--- src/rtl/vedic_mult_scheduler_pkg.sv ---
// Shared definitions for the SIVAA Yantra multiplier scheduler: FSM encodings,
// default widths and a constant-evaluable clog2.
package sivaa_sched_pkg;

  localparam int DEF_NUM_REQ      = 4;
  localparam int DEF_W            = 8;
  localparam int DEF_MULT_LAT     = 3;
  localparam int DEF_FIFO_DEPTH   = 4;
  localparam int DEF_THROTTLE_GAP = 4;

  typedef enum logic [1:0] {
    SCHED_RUN  = 2'd0,
    SCHED_GAP  = 2'd1,
    SCHED_HALT = 2'd2
  } sched_state_e;

  function automatic int clog2(input int value);
    int r;
    r = 0;
    while ((1 << r) < value) r = r + 1;
    return r;
  endfunction

endpackage

--- src/rtl/vedic_mult_scheduler_if.sv ---
// Request and response bundle between the requesters, the result consumer and
// the shared multiplier scheduler.
interface vedic_mult_scheduler_if #(
  parameter int NUM_REQ = sivaa_sched_pkg::DEF_NUM_REQ,
  parameter int W       = sivaa_sched_pkg::DEF_W
);
  localparam int ID_W = sivaa_sched_pkg::clog2(NUM_REQ);

  logic [NUM_REQ-1:0]   req_valid;
  logic [NUM_REQ-1:0]   req_ready;
  logic [NUM_REQ*W-1:0] req_a;
  logic [NUM_REQ*W-1:0] req_b;
  logic                 resp_valid;
  logic                 resp_ready;
  logic [ID_W-1:0]      resp_id;
  logic [2*W-1:0]       resp_product;

  modport master (
    output req_valid, req_a, req_b, resp_ready,
    input  req_ready, resp_valid, resp_id, resp_product
  );

  modport slave (
    input  req_valid, req_a, req_b, resp_ready,
    output req_ready, resp_valid, resp_id, resp_product
  );
endinterface

--- src/rtl/vedic_mult_pipe.sv ---
// Urdhva Tiryagbhyam multiplier: crosswise column sums are registered in stage 1,
// folded into the product and carried with valid/id through MULT_LAT stages.
module vedic_mult_pipe
  import sivaa_sched_pkg::*;
#(
  parameter int W        = DEF_W,
  parameter int MULT_LAT = DEF_MULT_LAT,
  parameter int ID_W     = 2
) (
  input  logic            clk,
  input  logic            rst,
  input  logic            in_valid,
  input  logic [ID_W-1:0] in_id,
  input  logic [W-1:0]    in_a,
  input  logic [W-1:0]    in_b,
  output logic            out_valid,
  output logic [ID_W-1:0] out_id,
  output logic [2*W-1:0]  out_product
);
  localparam int CW = clog2(W + 1);

  logic [CW-1:0]   col_d [2*W-1];
  logic [CW-1:0]   col_q [2*W-1];
  logic [2*W-1:0]  prod_c;
  logic [MULT_LAT-1:0] v_q;
  logic [ID_W-1:0] id_q [MULT_LAT];

  // Column k collects every a[i]&b[j] with i+j == k; carries resolve in the fold.
  always_comb begin
    for (int k = 0; k < 2*W-1; k++) col_d[k] = '0;
    for (int i = 0; i < W; i++)
      for (int j = 0; j < W; j++)
        col_d[i+j] = col_d[i+j] + CW'(in_a[i] & in_b[j]);
  end

  always_comb begin
    prod_c = '0;
    for (int k = 0; k < 2*W-1; k++)
      prod_c = prod_c + ((2*W)'(col_q[k]) << k);
  end

  always_ff @(posedge clk) begin
    col_q <= col_d;
    id_q[0] <= in_id;
    for (int s = 1; s < MULT_LAT; s++) id_q[s] <= id_q[s-1];
  end

  always_ff @(posedge clk) begin
    if (rst) begin
      v_q <= '0;
    end else begin
      v_q[0] <= in_valid;
      for (int s = 1; s < MULT_LAT; s++) v_q[s] <= v_q[s-1];
    end
  end

  generate
    if (MULT_LAT == 1) begin : g_direct
      assign out_product = prod_c;
    end else begin : g_chain
      logic [2*W-1:0] p_q [MULT_LAT-1];
      always_ff @(posedge clk) begin
        p_q[0] <= prod_c;
        for (int s = 1; s < MULT_LAT-1; s++) p_q[s] <= p_q[s-1];
      end
      assign out_product = p_q[MULT_LAT-2];
    end
  endgenerate

  assign out_valid = v_q[MULT_LAT-1];
  assign out_id    = id_q[MULT_LAT-1];
endmodule

--- src/rtl/vedic_mult_scheduler.sv ---
// Round-robin, credit-limited issue into one shared Vedic multiplier with a
// tagged result FIFO and thermal throttle/emergency handling.
//   state | meaning
//   RUN   | issue allowed when credits remain
//   GAP   | throttled spacing after an issue, counting down
//   HALT  | emergency: no issue, in-flight work drains
module vedic_mult_scheduler
  import sivaa_sched_pkg::*;
#(
  parameter int NUM_REQ      = DEF_NUM_REQ,
  parameter int W            = DEF_W,
  parameter int MULT_LAT     = DEF_MULT_LAT,
  parameter int FIFO_DEPTH   = DEF_FIFO_DEPTH,
  parameter int THROTTLE_GAP = DEF_THROTTLE_GAP
) (
  input  logic                  clk,
  input  logic                  rst,
  vedic_mult_scheduler_if.slave bus,
  input  logic                  throttle,
  input  logic                  emergency,
  output logic                  busy,
  output logic [15:0]           issue_count
);
  localparam int ID_W = clog2(NUM_REQ);
  localparam int CW   = clog2(FIFO_DEPTH + 1);
  localparam int PW   = (clog2(FIFO_DEPTH) > 0) ? clog2(FIFO_DEPTH) : 1;
  localparam int GW   = clog2(THROTTLE_GAP);

  sched_state_e    state_q;
  logic [GW-1:0]   gap_q;
  logic [ID_W-1:0] rr_q;
  logic [CW-1:0]   inflight_q, fifo_cnt_q, inflight_d, fifo_cnt_d;
  logic [PW-1:0]   wr_ptr_q, rd_ptr_q;
  logic [2*W-1:0]  mem_prod [FIFO_DEPTH];
  logic [ID_W-1:0] mem_id   [FIFO_DEPTH];

  logic [CW:0]        outstanding;
  logic               can_issue, fire, found, push, pop, resp_valid_w;
  logic [ID_W-1:0]    grant_idx, idx;
  logic [NUM_REQ-1:0] grant;
  logic [W-1:0]       op_a, op_b;
  logic               pipe_v;
  logic [ID_W-1:0]    pipe_id;
  logic [2*W-1:0]     pipe_prod;

  // Credits come from registered counts only, so a pop frees a slot one cycle later.
  always_comb begin
    outstanding = {1'b0, inflight_q} + {1'b0, fifo_cnt_q};
    can_issue   = (state_q == SCHED_RUN) && (outstanding < (CW+1)'(FIFO_DEPTH));
    grant       = '0;
    grant_idx   = '0;
    found       = 1'b0;
    idx         = '0;
    for (int k = 0; k < NUM_REQ; k++) begin
      idx = ID_W'((int'(rr_q) + k) % NUM_REQ);
      if (!found && bus.req_valid[idx]) begin
        found     = 1'b1;
        grant_idx = idx;
      end
    end
    if (found && can_issue) grant[grant_idx] = 1'b1;
  end

  assign bus.req_ready = grant;
  assign fire          = |grant;
  assign op_a          = bus.req_a[grant_idx*W +: W];
  assign op_b          = bus.req_b[grant_idx*W +: W];

  vedic_mult_pipe #(.W(W), .MULT_LAT(MULT_LAT), .ID_W(ID_W)) u_pipe (
    .clk(clk), .rst(rst),
    .in_valid(fire), .in_id(grant_idx), .in_a(op_a), .in_b(op_b),
    .out_valid(pipe_v), .out_id(pipe_id), .out_product(pipe_prod)
  );

  assign resp_valid_w     = (fifo_cnt_q != '0);
  assign bus.resp_valid   = resp_valid_w;
  assign bus.resp_id      = mem_id[rd_ptr_q];
  assign bus.resp_product = mem_prod[rd_ptr_q];
  assign push             = pipe_v;
  assign pop              = resp_valid_w & bus.resp_ready;
  assign inflight_d       = inflight_q + CW'(fire) - CW'(pipe_v);
  assign fifo_cnt_d       = fifo_cnt_q + CW'(push) - CW'(pop);

  always_ff @(posedge clk) begin
    if (rst) begin
      inflight_q  <= '0;
      fifo_cnt_q  <= '0;
      wr_ptr_q    <= '0;
      rd_ptr_q    <= '0;
      rr_q        <= '0;
      busy        <= 1'b0;
      issue_count <= '0;
      for (int i = 0; i < FIFO_DEPTH; i++) begin
        mem_prod[i] <= '0;
        mem_id[i]   <= '0;
      end
    end else begin
      inflight_q <= inflight_d;
      fifo_cnt_q <= fifo_cnt_d;
      busy       <= (inflight_d != '0) || (fifo_cnt_d != '0);
      if (push) begin
        mem_prod[wr_ptr_q] <= pipe_prod;
        mem_id[wr_ptr_q]   <= pipe_id;
        wr_ptr_q <= (wr_ptr_q == PW'(FIFO_DEPTH-1)) ? '0 : wr_ptr_q + 1'b1;
      end
      if (pop) rd_ptr_q <= (rd_ptr_q == PW'(FIFO_DEPTH-1)) ? '0 : rd_ptr_q + 1'b1;
      if (fire) begin
        rr_q        <= (grant_idx == ID_W'(NUM_REQ-1)) ? '0 : grant_idx + 1'b1;
        issue_count <= issue_count + 16'd1;
      end
    end
  end

  always_ff @(posedge clk) begin
    if (rst) begin
      state_q <= SCHED_RUN;
      gap_q   <= '0;
    end else if (emergency) begin
      state_q <= SCHED_HALT;
    end else begin
      case (state_q)
        SCHED_RUN: begin
          if (fire && throttle) begin
            state_q <= SCHED_GAP;
            gap_q   <= GW'(THROTTLE_GAP-1);
          end
        end
        SCHED_GAP: begin
          if (!throttle || gap_q == GW'(1)) state_q <= SCHED_RUN;
          else                              gap_q   <= gap_q - 1'b1;
        end
        default: state_q <= SCHED_RUN;
      endcase
    end
  end
endmodule

--- src/flat_wrapper.sv ---
// flat-port wrapper written by rule: the top's interface ports become plain ports
module vedic_mult_scheduler_flat import sivaa_sched_pkg::*;
#(
  parameter int NUM_REQ      = DEF_NUM_REQ,
  parameter int W            = DEF_W,
  parameter int MULT_LAT     = DEF_MULT_LAT,
  parameter int FIFO_DEPTH   = DEF_FIFO_DEPTH,
  parameter int THROTTLE_GAP = DEF_THROTTLE_GAP
)
  (clk, rst, throttle, emergency, busy, issue_count, bus_req_valid, bus_req_a, bus_req_b, bus_resp_ready, bus_req_ready, bus_resp_valid, bus_resp_id, bus_resp_product);
  vedic_mult_scheduler_if #(.NUM_REQ(NUM_REQ), .W(W)) bus_i ();
  input  logic clk;
  input  logic rst;
  input  logic throttle;
  input  logic emergency;
  output logic busy;
  output logic [15:0] issue_count;
  input wire logic [$bits(bus_i.req_valid)-1:0] bus_req_valid;
  input wire logic [$bits(bus_i.req_a)-1:0] bus_req_a;
  input wire logic [$bits(bus_i.req_b)-1:0] bus_req_b;
  input wire logic [$bits(bus_i.resp_ready)-1:0] bus_resp_ready;
  output wire logic [$bits(bus_i.req_ready)-1:0] bus_req_ready;
  output wire logic [$bits(bus_i.resp_valid)-1:0] bus_resp_valid;
  output wire logic [$bits(bus_i.resp_id)-1:0] bus_resp_id;
  output wire logic [$bits(bus_i.resp_product)-1:0] bus_resp_product;
  assign bus_i.req_valid = bus_req_valid;
  assign bus_i.req_a = bus_req_a;
  assign bus_i.req_b = bus_req_b;
  assign bus_i.resp_ready = bus_resp_ready;
  assign bus_req_ready = bus_i.req_ready;
  assign bus_resp_valid = bus_i.resp_valid;
  assign bus_resp_id = bus_i.resp_id;
  assign bus_resp_product = bus_i.resp_product;
  vedic_mult_scheduler #(.NUM_REQ(NUM_REQ), .W(W), .MULT_LAT(MULT_LAT), .FIFO_DEPTH(FIFO_DEPTH), .THROTTLE_GAP(THROTTLE_GAP)) u_core (.clk(clk), .rst(rst), .bus(bus_i), .throttle(throttle), .emergency(emergency), .busy(busy), .issue_count(issue_count));
endmodule
--- config.mk ---
export PLATFORM = sky130hd
export DESIGN_NAME = vedic_mult_scheduler_flat
export DESIGN_NICKNAME = d
export VERILOG_FILES = /design/src/rtl/vedic_mult_scheduler_pkg.sv /design/src/rtl/vedic_mult_scheduler_if.sv /design/src/rtl/vedic_mult_pipe.sv /design/src/rtl/vedic_mult_scheduler.sv /design/src/flat_wrapper.sv
export SDC_FILE = /design/constraint.sdc
export NUM_CORES = 1
export LEC_CHECK = 0
export CELL_PAD_IN_SITES_DETAIL_PLACEMENT = 1
export CELL_PAD_IN_SITES_GLOBAL_PLACEMENT = 2
export CORE_MARGIN = 8
export CORE_UTILIZATION = 30
export CTS_CLUSTER_DIAMETER = 100
export DETAILED_ROUTE_END_ITERATION = 10
export GPL_TIMING_DRIVEN = 0
export HOLD_SLACK_MARGIN = 0.02
export PLACE_DENSITY_LB_ADDON = 0.1
export SLEW_MARGIN = 20
export SYNTH_ARGS = -nofsm -noshare
export SYNTH_HDL_FRONTEND = slang
export SYNTH_SLANG_ARGS = --single-unit
--- constraint.sdc ---
create_clock -name clk -period 6 [get_ports clk]
set_input_delay 0.9 -clock clk [delete_from_list [all_inputs] [get_ports clk]]
set_output_delay 0.9 -clock clk [all_outputs]
set_load 0.05 [all_outputs]
Word level (Yosys, flattened, before mapping)
Memories as Yosys holds them, arrays and structs flattened. A register that Yosys moved wholly into a read port is not among the register bits.
Cells that the tools add are included.
Word-level totals
  bits in registers: 87
  latch bits: 0
  memory bits (writable): 110
  memory bits (read-only): 0
  word-level logic and storage cells: 260
  memories: 4
Memory list
  u_core.mem_prod: depth 4, width 16, read ports 1, clocked after memory_dff 1, write ports 4, RTL line vedic_mult_scheduler.sv:34  | logic [2*W-1:0] mem_prod [FIFO_DEPTH];
  u_core.u_pipe.g_chain.p_q: depth 2, width 16, read ports 2, clocked after memory_dff 0, write ports 2, RTL line vedic_mult_pipe.sv:61  | logic [2*W-1:0] p_q [MULT_LAT-1];
  u_core.mem_id: depth 4, width 2, read ports 1, clocked after memory_dff 1, write ports 4, RTL line vedic_mult_scheduler.sv:35  | logic [ID_W-1:0] mem_id [FIFO_DEPTH];
  u_core.u_pipe.id_q: depth 3, width 2, read ports 3, clocked after memory_dff 0, write ports 3, RTL line vedic_mult_pipe.sv:26  | logic [ID_W-1:0] id_q [MULT_LAT];
Cells by class
  $add $sub $neg: 76
  multipliers: 0
  divide/modulo/power cells: 0
  magnitude comparators: 7
  equal/unequal tests: 10
  shift-type cells: 2
  multiplexer cells: 44
  bitwise gates (word level): 66
  reduce and logical (&&, ||, !) cells: 25
Operators with widths (number)
  1-bit bitwise AND: 65
  4-bit by 1-bit adder with 4-bit output: 16
  32-bit by 6-bit variable part select with 8-bit output: 2
  16-bit by 15-bit adder with 16-bit output: 3
  2-bit 2-to-1 mux: 19
  3-bit by 1-bit adder with 4-bit output: 9
  2-bit by 1-bit adder with 3-bit output: 11
  1-bit by 1-bit adder with 2-bit output: 13
  15-bit by 15-bit adder with 16-bit output: 1
  16-bit by 1-bit adder with 16-bit output, second input constant: 1
  1-bit 2-to-1 mux: 16
  16-bit 2-to-1 mux: 1
  16-bit OR reduction: 1
  14-bit by 14-bit adder with 15-bit output: 1
  2-bit by 3-bit < comparator with 1-bit output, second input constant: 5
  13-bit by 13-bit adder with 14-bit output: 1
  12-bit by 12-bit adder with 13-bit output: 1
  11-bit by 11-bit adder with 12-bit output: 1
  10-bit by 10-bit adder with 11-bit output: 1
  9-bit by 9-bit adder with 10-bit output: 1
  8-bit by 8-bit adder with 9-bit output: 1
  3-bit nonzero test: 3
  2-bit by 1-bit adder with 2-bit output, second input constant: 4
  7-bit by 7-bit adder with 8-bit output: 1
  other kinds (29): 52

Logic depth before layout (Yosys ltp)
  depth after elaboration: 22
  mapped depth: 15

Cells and area by module
A second synthesis with hierarchy kept.
Unflattened totals
  cell total of the unflattened synthesis: 844
  area, all modules: 9459.1 µm²
By module, submodules not included
  vedic_mult_scheduler: times used 1, cells an instance 471, area an instance 5365.1 µm²
  vedic_mult_pipe: times used 1, cells an instance 373, area an instance 4093.9 µm²

Worst setup path before layout
OpenSTA, ideal clock, no wires.
  path kind: in2reg
  start point: in bus_req_valid[1]
  end point: reg u_core.u_pipe.col_q[30] (netlist name)
  library setup time: 118 ps
  arrival: 4732 ps
  required time: 5882 ps
  setup slack: 1150 ps
  stages on the path: 14
  path buffers: 1
  cell sequence: nand2b_1 -> a21oi_2 -> a211oi_4 -> buf_6 -> a211oi_2 -> or4_1 -> fa_1 -> fa_1 -> inv_1 -> fa_1 -> ha_1 -> inv_1 -> fa_1 -> xnor2_1
RTL lines
  start: declaration: RTL line flat_wrapper.sv:18  | input wire logic [$bits(bus_i.req_valid)-1:0] bus_req_valid;
  end signal: assignment: RTL line vedic_mult_pipe.sv:43  | col_q <= col_d;
  end: declaration: RTL line vedic_mult_pipe.sv:23  | logic [CW-1:0] col_q [2*W-1];

==> flow_summary.toml <==
[placement]
place_area_mm2 = 0.0109
dp_cells = 1274
globalplace.congestion = 0.791
dpl.hpwl_um = 18600
numPortBuffers = 112

[sta]
worstMarginPinSlew_ps = 1070
period_needed_ps = 5530
rsz0062_at_grt = "no"
final_hold_viol_count = 0
max-slew-margin-rel_pct = 27.9
setup-violations-final = 0
max_freq_mhz = 181
clock_skew_ps = 20.8
fin_crit_sh_pct = 92.2
timing.final.max_slew_violations = 0

[finish]
utilization_pct = 37.8
nets = 1060
fill_cells = 3296
drive_above_1_share_pct = 11.1
area_delta_synth_final_pct = 24.2
final_cells = 1306
n_antenna_cell = 0
design_area_mm2 = 0.0115

[die]
io_pins = 113
die_area_mm2 = 0.0368
placeableCoreArea_mm2 = 0.0305
initial_core_util_pct = 30.4
dieWidth_um = 192
die_h_um = 192
rows = 64

[min_path]
worstHoldStart = "u_core.u_pipe.g_chain.p_q[0][0]"
min_path_type = "flop to flop"

[setup_path]
crit_slowest_cell = "a211oi_1"
regToRegStartpoint = "u_core.rr_q[1]"
cpPeakStageDelay_ps = 900
critical_path_class = "input port to flop"
cp_common_cell = "fa_1"
endpoint_kind = "flop"
crit_chain = "clkdlybuf4s50_1, nand2b_1, o221ai_2, and2_4, inv_4, buf_6, a211oi_1, or4_1, fa_1, fa_1, inv_1, fa_1, ha_1, inv_1, fa_1, xnor2_1"
worstPathArrival_ps = 5850
cp.required_ps = 6310
startpoint_type = "input port"
cp-startpoint = "bus_req_valid[1]"
crit_fanout = 10

[clock_network]
cts_tree = "built"
cts_max_level = 4
cts_setup_buffers = 0
numCtsBuffers = 17
cts_resized = 0
clock_path_buffers = 2
clock-sinks = 186
clk_pin_slew_ps = 70
clock-root-buffer = "clkbuf_16"
holdBufCountCts = 0
clk_latency_ps = 430

[yosys]
synth_flop_cell = "dfxtp_1"
ys_ff_latch = 186
ys_async_sr_fraction_pct = 0
syn_nets = 929
synth.avg_cell_area_um2 = 12.1
ys_seq_area_share_pct = 47.9
yosysWarnings = 0
synth_cell_types = 53
postSynthCellCount = 766
synth_edf_count = 72
synth.area.top_cells = "dfxtp_1, edfxtp_1, fa_1"
synth_top_area_cell = "dfxtp_1"
netlist.area_leader.share_pct = 24.6
syn_area_mm2 = 0.00928

[global_routing]
grt_max_degree = 20
grt_pass1_vias = 7108
antenna_found_initial = 0
gr-total-overflow = 0
grt_use_total_pct = 13.4
grt_pass1_wl_um = 38700

[power]
p_leak_nw = 4.48
irDropWorstVdd_mv = 0.220
power_density_mw_per_mm2 = 570

[drt]
drt-total-wl_um = 24200
drtIter0Drc = 263
first_pass_iters = 4
drc_errors = 0
via_per_inst = 4.84
via_count = 6323
postRouteAntennaNets = 0
post_drt_wl_per_cell_um = 18.6

[status]
status = "completed"

[run]
max_cap_violations = 0
==> cells in the mapped netlist, drive strengths merged (2+ instances only) <==
| cell type | instances |
|---|---|
| a211oi | 33 |
| a21oi | 24 |
| a31oi | 3 |
| and2 | 76 |
| and3 | 36 |
| and4 | 3 |
| buf | 7 |
| clkbuf | 19 |
| dfxtp | 114 |
| edfxtp | 72 |
| fa | 41 |
| ha | 49 |
| inv | 60 |
| mux2i | 3 |
| mux4 | 18 |
| nand2 | 15 |
| nand2b | 6 |
| nand3 | 8 |
| nand4 | 4 |
| nor2 | 20 |
| nor2b | 10 |
| nor3 | 4 |
| nor3b | 2 |
| nor4 | 48 |
| o211ai | 2 |
| o21a | 4 |
| o21ai | 14 |
| o31a | 2 |
| o31ai | 4 |
| or2 | 4 |
| or3 | 14 |
| or4 | 25 |
| xnor2 | 11 |
| xor2 | 2 |
==> layout by cell type (no fill, tap or decap), types with 27 or more instances in the layout <==
cell / instances
dfxtp_1: 114
clkdlybuf4s50_1: 112
and2_1: 75
edfxtp_1: 72
inv_1: 58
ha_1: 49
nor4_1: 47
fa_1: 41
and3_1: 36
a211oi_2: 27
==> worst paths after layout <==
check	to	slack [ps]	cells after the start
worst max register to register	u_core.u_pipe.col_q[30]	1060	15
worst min-delay path	u_core.u_pipe.g_chain.p_q[0][16]	320	0
worst max-delay path	u_core.u_pipe.col_q[30]	470	16
worst min register to register	u_core.u_pipe.g_chain.p_q[0][16]	320	0
==> per-stage QoR <==
stage          setup slack, ps  power, W  hold slack (ps)  TNS (ps)
2_1_floorplan             1150   0.00446              310         0
3_3_place_gp              94.7   0.00545              313         0
3_5_place_dp             -6.15   0.00551              313     -6.15
4_1_cts                    458   0.00670              323         0
5_1_grt                    293   0.00721              330         0
6_report                   469   0.00657              320         0
==> cells by family after synthesis <==
group                      share of synthesized area (%)
and+or+nand+nor                                     18.2
DFF                                                 47.9
AOI/OAI and AO/OA                                   8.74
adders and majority gates                           15.5
buffers and inverters                               3.84
muxes                                               4.69
xor gates and xnor gates                            1.23
==> where the power goes <==
group	switching [W]	leakage, nW	total (W)	internal (W)
Combinational	0.00210	2.50	0.00358	0.00148
Clock	0.000530	0.289	0.00113	0.000598
Sequential	0.000167	1.69	0.00186	0.00169
Total	0.00279	4.48	0.00657	0.00377
==> sequential cells by signal, summed over array words and instances (netlist names), 6 cells and up, named ones only <==
| name | flops |
|---|---|
| u_core.u_pipe.g_chain.p_q | 32 |
| u_core.u_pipe.id_q | 6 |
| u_core.u_pipe.col_q | 38 |
| u_core.issue_count | 16 |
| u_core.mem_id | 8 |
| u_core.mem_prod | 64 |
==> cell type report <==
class                   count  area (um2)  area share [%]
plain buffers              26         126            1.10
inverters                  60         230            2.00
clock inverters            15         173            1.50
multi-input cells         494        4510            39.1
repair buffers            112        1120            9.73
clock buffers              17         425            3.69
flip-flops and latches    186        4440            38.6
well taps                 396         495            4.30
==> routing by layer <==
metal	GRT usage [%]	up-vias	wire [um]
met1	17.2	3101	11600
li1	-	3058	-
met3	2.96	22	1050
met2	22.2	142	11400
met4	3.88	0	269
met5	0	-	0
==> worst max-delay path, delay by kind of cell <==
family / cells / cell delay (ps)
simple gates: 3 / 730
fa+ha+maj: 5 / 2100
buf+inv: 5 / 760
xor+xnor: 1 / 140
compound gates: 2 / 1220
Power figures use the tool's default switching activity.
